<file path="src/rtl/mips_pkg.sv">
// Shared MIPS datapath constants: ALU control codes, MULTU/DIVU/MTHI/MTLO
// encodings and the muldiv sequencer state type.
package mips_pkg;

  localparam logic [2:0] ALU_AND = 3'b000;
  localparam logic [2:0] ALU_OR  = 3'b001;
  localparam logic [2:0] ALU_ADD = 3'b010;
  localparam logic [2:0] ALU_SUB = 3'b110;
  localparam logic [2:0] ALU_SLT = 3'b111;

  localparam logic [1:0] MD_MULTU = 2'b00;
  localparam logic [1:0] MD_DIVU  = 2'b01;
  localparam logic [1:0] MD_MTHI  = 2'b10;
  localparam logic [1:0] MD_MTLO  = 2'b11;

  typedef enum logic [0:0] {
    StIdle = 1'b0,
    StRun  = 1'b1
  } md_state_e;

endpackage

</file>
<file path="src/rtl/muldiv_seq.sv">
// Multi-cycle MULTU/DIVU sequencer that borrows the EXECUTE-stage ALU and
// owns HI/LO. Shift-add multiply, restoring divide, one iteration per clock.
module muldiv_seq
  import mips_pkg::*;
#(
  parameter int unsigned WIDTH = 32,
  parameter int unsigned ITER  = WIDTH,
  parameter int unsigned CNT_W = $clog2(ITER + 1)
) (
  input  logic             clk,
  input  logic             rst_n,
  input  logic             start,
  input  logic [1:0]       op,
  input  logic [WIDTH-1:0] rs_val,
  input  logic [WIDTH-1:0] rt_val,
  output logic             busy,
  output logic             done,
  output logic             div_zero,
  output logic [WIDTH-1:0] hi,
  output logic [WIDTH-1:0] lo,
  output logic [WIDTH-1:0] alu_a,
  output logic [WIDTH-1:0] alu_b,
  output logic [2:0]       alu_control,
  input  logic [WIDTH-1:0] alu_result
);

  md_state_e        state_q, state_d;
  logic [WIDTH-1:0] hi_q, hi_d;
  logic [WIDTH-1:0] lo_q, lo_d;
  logic [WIDTH-1:0] m_q, m_d;
  logic [CNT_W-1:0] cnt_q, cnt_d;
  logic             is_div_q, is_div_d;
  logic             done_q, done_d;
  logic             div_zero_q, div_zero_d;

  // Divide view of {hi,lo} shifted left by one; top is the bit shifted out.
  logic             top;
  logic [WIDTH-1:0] sh_hi;
  logic [WIDTH-1:0] sh_lo;
  logic             carry;

  assign top   = hi_q[WIDTH-1];
  assign sh_hi = {hi_q[WIDTH-2:0], lo_q[WIDTH-1]};
  assign sh_lo = {lo_q[WIDTH-2:0], 1'b0};
  // Unsigned add overflowed iff the sum wrapped below an operand.
  assign carry = (alu_result < hi_q);

  // ALU drive is kept apart from next-state logic so alu_result never
  // feeds back into the block that produces alu_a/alu_b.
  always_comb begin
    alu_a       = '0;
    alu_b       = '0;
    alu_control = ALU_ADD;
    if (state_q == StRun) begin
      alu_b = m_q;
      if (is_div_q) begin
        alu_a       = sh_hi;
        alu_control = ALU_SUB;
      end else begin
        alu_a       = hi_q;
        alu_control = ALU_ADD;
      end
    end
  end

  always_comb begin
    state_d    = state_q;
    hi_d       = hi_q;
    lo_d       = lo_q;
    m_d        = m_q;
    cnt_d      = cnt_q;
    is_div_d   = is_div_q;
    div_zero_d = div_zero_q;
    done_d     = 1'b0;

    unique case (state_q)
      StIdle: begin
        if (start) begin
          unique case (op)
            MD_MTHI: hi_d = rs_val;
            MD_MTLO: lo_d = rs_val;
            MD_MULTU, MD_DIVU: begin
              m_d        = rt_val;
              cnt_d      = CNT_W'(ITER);
              hi_d       = '0;
              lo_d       = rs_val;
              is_div_d   = (op == MD_DIVU);
              div_zero_d = (op == MD_DIVU) && (rt_val == '0);
              state_d    = StRun;
            end
          endcase
        end
      end
      StRun: begin
        cnt_d = cnt_q - CNT_W'(1);
        if (is_div_q) begin
          // With top set the true remainder exceeds M, and the wrapped
          // difference is still exact because it is smaller than M.
          if (top || (sh_hi >= m_q)) begin
            hi_d = alu_result;
            lo_d = {sh_lo[WIDTH-1:1], 1'b1};
          end else begin
            hi_d = sh_hi;
            lo_d = sh_lo;
          end
        end else if (lo_q[0]) begin
          hi_d = {carry, alu_result[WIDTH-1:1]};
          lo_d = {alu_result[0], lo_q[WIDTH-1:1]};
        end else begin
          hi_d = {1'b0, hi_q[WIDTH-1:1]};
          lo_d = {hi_q[0], lo_q[WIDTH-1:1]};
        end
        if (cnt_q == CNT_W'(1)) begin
          state_d = StIdle;
          done_d  = 1'b1;
        end
      end
    endcase
  end

  always_ff @(posedge clk or negedge rst_n) begin
    if (!rst_n) begin
      state_q    <= StIdle;
      hi_q       <= '0;
      lo_q       <= '0;
      m_q        <= '0;
      cnt_q      <= '0;
      is_div_q   <= 1'b0;
      done_q     <= 1'b0;
      div_zero_q <= 1'b0;
    end else begin
      state_q    <= state_d;
      hi_q       <= hi_d;
      lo_q       <= lo_d;
      m_q        <= m_d;
      cnt_q      <= cnt_d;
      is_div_q   <= is_div_d;
      done_q     <= done_d;
      div_zero_q <= div_zero_d;
    end
  end

  assign busy     = (state_q == StRun);
  assign done     = done_q;
  assign div_zero = div_zero_q;
  assign hi       = hi_q;
  assign lo       = lo_q;

endmodule

</file>
<file path="config.mk">
export PLATFORM = sky130hd
export DESIGN_NAME = muldiv_seq
export DESIGN_NICKNAME = d
export VERILOG_FILES = /design/src/rtl/mips_pkg.sv /design/src/rtl/muldiv_seq.sv
export SDC_FILE = /design/constraint.sdc
export NUM_CORES = 1
export LEC_CHECK = 0
export CORE_MARGIN = 8
export CORE_UTILIZATION = 53
export CTS_CLUSTER_SIZE = 30
export DETAILED_ROUTE_END_ITERATION = 6
export PLACE_DENSITY_LB_ADDON = 0.25
export SLEW_MARGIN = 10
export SYNTH_ARGS = -nofsm -noshare
export SYNTH_HDL_FRONTEND = slang
export SYNTH_SLANG_ARGS = --single-unit
export TNS_END_PERCENT = 10
</file>
<file path="constraint.sdc">
create_clock -name clk -period 4.07 [get_ports clk]
set_input_delay 0.407 -clock clk [delete_from_list [all_inputs] [get_ports clk]]
set_output_delay 0.407 -clock clk [all_outputs]
set_load 0.02 [all_outputs]
</file>
; ---- Word level (Yosys, flattened, before mapping)
; Index checks and enable logic that the tools add are counted.
[op_classes]
add_sub_neg = 1
magnitude_cmp = 2
n_eq_ne = 8
mux = 26
bitwise = 1
n_reduce_logical = 10
[ops]
columns = operator, n
row1 = 32-bit two-way mux, 11
row2 = 32-bit case mux with 2 select lines, 3
row3 = 32-bit greater-or-equal comparator, 1
row4 = 32-bit zero test, 1
row5 = 32-bit < comparator, 1
row6 = 6-bit two-way mux, 2
row7 = 6-bit case mux with 2 select lines, 1
row8 = 6-bit by 1-bit == test with 1-bit output (second input constant), 1
row9 = 1-bit two-way mux, 6
row10 = 3-bit two-way mux, 2
row11 = 2-bit AND reduction, 3
row12 = 6-bit by 1-bit subtractor with 6-bit output (second input constant), 1
row13 = 2-bit == test (second input constant), 2
row14 = 2-bit inequality test (second input constant), 2
row15 = 3-bit by 1-bit inequality test with 1-bit output (second input constant), 1
row16 = 3-bit AND reduction, 1
row17 = 3-bit OR reduction, 1
row18 = 2-bit by 1-bit == test with 1-bit output (second input constant), 1
row19 = 2-bit zero test, 1
row20 = 2-bit by 1-bit inequality test with 1-bit output (second input constant), 1
row21 = 1-bit case mux with 2 select lines, 1
row22 = 2-bit OR reduction, 1
row23 = 1-bit logical AND, 1
row24 = 1-bit logical OR, 1
row25 = 1-bit NOT, 1
[word_totals]
regBits = 106
out_inout_bits = 134
word_cells = 56

; ---- Depth between registers and ports, before layout
[logic_depth]
ltp_word = 5
mapped_depth = 9
depth_no_buf = 8

; ---- Worst setup path after synthesis
; OpenSTA, ideal clock, no wires.
[synth_path]
kind = reg-to-reg
from = register hi_q[28] (netlist: hi[28])
to = register hi_q[1] (netlist: hi[1])
setup_ps = 134
t_arrival_ps = 2238
setup_slack_ps = 1698
path_stages_with_launch = 9
path_buffers = 1
period_less_slack_ps = 2372
cell_sequence = dfrtp_1 > ha_1 > nand4_2 > or4_4 > o21a_1 > o221a_2 > buf_6 > nand3_1 > a31oi_1
[synth_between]
elab_chain_len = 5
[synth_lines]
columns = element, line
row1 = start: declaration, muldiv_seq.sv:28  ; logic [WIDTH-1:0] hi_q, hi_d;
row2 = start signal: assignment, muldiv_seq.sv:133  ; hi_q <= hi_d;
row3 = 32-bit greater-or-equal comparator, muldiv_seq.sv:99  ; if (top || (sh_hi >= m_q)) begin
row4 = 1-bit logical OR, muldiv_seq.sv:99
row5 = 32-bit two-way mux, muldiv_seq.sv:99
row6 = 32-bit two-way mux, muldiv_seq.sv:96  ; if (is_div_q) begin
row7 = 32-bit case mux with 2 select lines, muldiv_seq.sv:76  ; unique case (state_q)
; No other way between the ends.
; A chain may end at the register's enable or synchronous reset.

; ---- Worst setup path after layout
[layout_path]
from = register state_q (netlist: busy)
to = output alu_a[13]
[layout_between]
elab_chain_len = 1
[layout_lines]
columns = element, line
row1 = start: declaration, muldiv_seq.sv:27  ; md_state_e state_q, state_d;
row2 = start signal: assignment, muldiv_seq.sv:123  ; state_q <= StIdle;
row3 = start signal: assignment, muldiv_seq.sv:132  ; state_q <= state_d;
row4 = 32-bit two-way mux, muldiv_seq.sv:54  ; if (state_q == StRun) begin
row5 = end: declaration, muldiv_seq.sv:21  ; output logic [WIDTH-1:0] alu_a,
; No other way between the ends.

==> impl_metrics.env <==
export IMPL_cts_repair_resized=0
export IMPL_dpl_hpwl_mm=21.0
export IMPL_slew_headroom_pct=24.6
export IMPL_fin_area_mm2=0.0109
export IMPL_gp_congestion=0.913
export IMPL_fp_dieH_um=141
export IMPL_status="finished clean"
export IMPL_post_cts_repair_setup_buffers=0
export IMPL_r2r_setup_slack_ns=1.06
export IMPL_grt_pass1_vias=8385
export IMPL_ant_nets=0
export IMPL_wl_met1_mm=12.1
export IMPL_worstReg2RegEnd="lo[0]$_DFFE_PN0P_"
export IMPL_worstMarginPinSlew_ns=1.13
export IMPL_drv_cap=0
export IMPL_cts_max_level=3
export IMPL_numCtsBuffers=9
export IMPL_rr_worst_depth=7
export IMPL_grt_max_degree=113
export IMPL_num_vias=8577
export IMPL_wl_per_cell_um=20.8
export IMPL_crit_arrival_ns=2.73
export IMPL_synth_edf_count=0
export IMPL_synth_main_ff_cell="dfrtp_1"
export IMPL_clock_sinks=106
export IMPL_grt_pass1_wl_mm=45.4
export IMPL_path_max_fanout=112
export IMPL_synth_cells=1005
export IMPL_yosysWarnings=0
export IMPL_antenna_found_initial=2
export IMPL_synth_area_mm2=0.00827
export IMPL_route_detailed_drc=0
export IMPL_startpoint_type="flop"
export IMPL_synth_top_area_share_pct=32.1
export IMPL_rsz0062_at_grt="false"
export IMPL_die_w_um=141
export IMPL_crit_path_end_kind="output pin"
export IMPL_clkLatencyLatePin_ns=0.35
export IMPL_layout_setup_ws_ns=0.932
export IMPL_hold_buffers=0
export IMPL_yosysTopAreaCell="dfrtp_1"
export IMPL_layout_common_cells="231 x clkdlybuf4s50_1, 104 x nor2_1, 104 x dfrtp_1"
export IMPL_drt_iter0_drc=779
export IMPL_dr_wl_met3_mm=2.96
export IMPL_ys_ff_latch=106
export IMPL_skew_ns=0.00941
export IMPL_ys_seq_area_share_pct=32.1
export IMPL_r2r_start="hi[14]$_DFFE_PN0P_"
export IMPL_final_core_util_pct=71.7
export IMPL_synthesis_nets=1171
export IMPL_ios=235
export IMPL_whs_ns=0.171
export IMPL_root_buffer="clkbuf_16"
export IMPL_portBuffers=232
export IMPL_p_leak_uw=0.00471
export IMPL_drt_pass1_iterations=6
export IMPL_fin_setup_tns_ns=0
export IMPL_top_layer_used="met4"
export IMPL_hp_class="in2async"
export IMPL_setup_viol_count_final=0
export IMPL_post_route_period_util_pct=77.1
export IMPL_layout_commonest_cell="clkdlybuf4s50_1"
export IMPL_max_freq_mhz=319
export IMPL_cp_slowest_stage_delay_ns=0.85
export IMPL_drv_slew=0
export IMPL_clockBufferDepth=2
export IMPL_syn_to_final_growth_pct=31.8
export IMPL_synth_avg_cell_area_um2=8.23
export IMPL_netlist_cell_type_count=48
export IMPL_irDropWorstVdd_v=0.000416
export IMPL_worstPathRequired_ns=3.66
export IMPL_synthArstFlopShare_pct=100
export IMPL_grt_util_all_layers_pct=28.2
export IMPL_pre_cts_ws_ns=1.13
export IMPL_fp_row_count=45
export IMPL_min_period_ns=3.14
export IMPL_drt_wl_total_mm=28.7
export IMPL_slowest_stage="inv_4"
export IMPL_synthTopCellsByArea="dfrtp_1 32%, mux2i_1 12%, ha_1 9.8%"
export IMPL_power_per_cell_area_mw_per_mm2=948
export IMPL_layout_drive_gt1_share_pct=3.95
export IMPL_initial_utilization_pct=54.4
export IMPL_hold_viol=0
export IMPL_overflow=0
export IMPL_crit_chain="inv_4 > nor2_1 > clkdlybuf4s50_1"
export IMPL_nNetsFinal=1351
export IMPL_crit_path_end="alu_a[13]"
export IMPL_die_area_mm2=0.0199
export IMPL_cts_tree="done"
export IMPL_layout_filler_cells=1207
export IMPL_viasPerCell=6.22
export IMPL_core_area_mm2=0.0152
export IMPL_met2WireLength_mm=13.0
export IMPL_crit_type="reg2out"
export IMPL_cp_startpoint="busy$_DFF_PN0_"
export IMPL_dpl_cell_area_mm2=0.0106
export IMPL_clk_pin_slew_ns=0.07
-- power breakdown --
group,leakage [uW],switching [uW],total [uW],internal (uW)
sequential,0.00129,918,2500,1580
combinational,0.00328,3880,6970,3100
clock,0.000139,403,850,447
-- cell usage after synthesis, types with 2 or more instances --
master and number:
o21ai_0 73, buf_6 6, buf_1 11, or4_1 3, mux2i_1 96, buf_2 6, conb_1 2, nand4_1 14
xor2_1 2, o21ai_1 32, clkbuf_1 50, nand2_1 83, inv_1 70, a21oi_1 81, nor3_1 9, a211oi_1 3
nor2b_1 2, o21a_1 3, ha_1 65, buf_4 4, dfrtp_1 106, nor2_1 105, a221oi_1 62, a21o_1 15
nand2b_1 2, o221ai_1 2, or3_1 2, o22ai_1 3, nand3_1 35, a31oi_1 31, a221oi_2 2, xnor2_1 2
nor4_1 7, and2_1 2
-- routing by layer --
layer / track usage, % / vias up
li1: - / 4028
met1: 37.2 / 4068
met2: 43.2 / 429
met3: 7.12 / 52
met4: 11.5 / 0
met5: 0 / -
-- metrics by stage --
step,total power [uW],std cells
after CTS,10300,1378
after detailed placement,9430,1362
after floorplan,6720,1005
after global placement,9210,1362
after global routing,11100,1380
final,10300,1380
-- kinds of logic (layout without fill, tap and decap cells) --
family | Yosys count | count (layout) | synth area share [%]
AND/OR/NAND/NOR | 268 | 268 | 14.1
XOR/XNOR | 4 | 4 | 0.424
flip-flops | 106 | 106 | 32.1
other | 2 | 4 | 0.0908
AO/OA/AOI/OAI | 316 | 316 | 24.2
buffers and inverters | 148 | 333 | 7.58
multiplexers | 96 | 96 | 11.6
adder cells (fa/ha/maj) | 65 | 65 | 9.84
-- how the worst min path moves through the flow --
stage                                end  slack, ns  depth (start not counted)
detailed placement  div_zero$_DFFE_PN0P_       0.47                          2
floorplan                 busy$_DFF_PN0_       0.11                          0
global placement    div_zero$_DFFE_PN0P_       0.47                          2
finish                lo[26]$_DFFE_PN0P_       0.17                          1
global route          lo[19]$_DFFE_PN0P_       0.25                          1
CTS                   lo[26]$_DFFE_PN0P_       0.22                          1
-- critical path, delay by kind of cell, from the launching register on --
family,cells,cell delay [ns]
buf+inv,2,1.47
flops,1,0.60
simple gates,1,0.21
-- cell type report --
cell class	instances	area (um2)	share of cell area, %
diodes	2	5.00	0.0459
well taps	188	235	2.16
repair buffers	247	2430	22.3
clock buffers	13	260	2.39
flip-flops and latches	106	2660	24.4
multi-input cells	751	5020	46.1
inverters	70	265	2.43
clock inverters	3	15.0	0.138
-- registers in the layout (all words and copies together), names as in the netlist --
name,flops
busy,1
cnt_q,6
div_zero,1
done,1
hi,32
is_div_q,1
lo,32
m_q,32
Note: power is estimated with default switching activity, not from simulation.
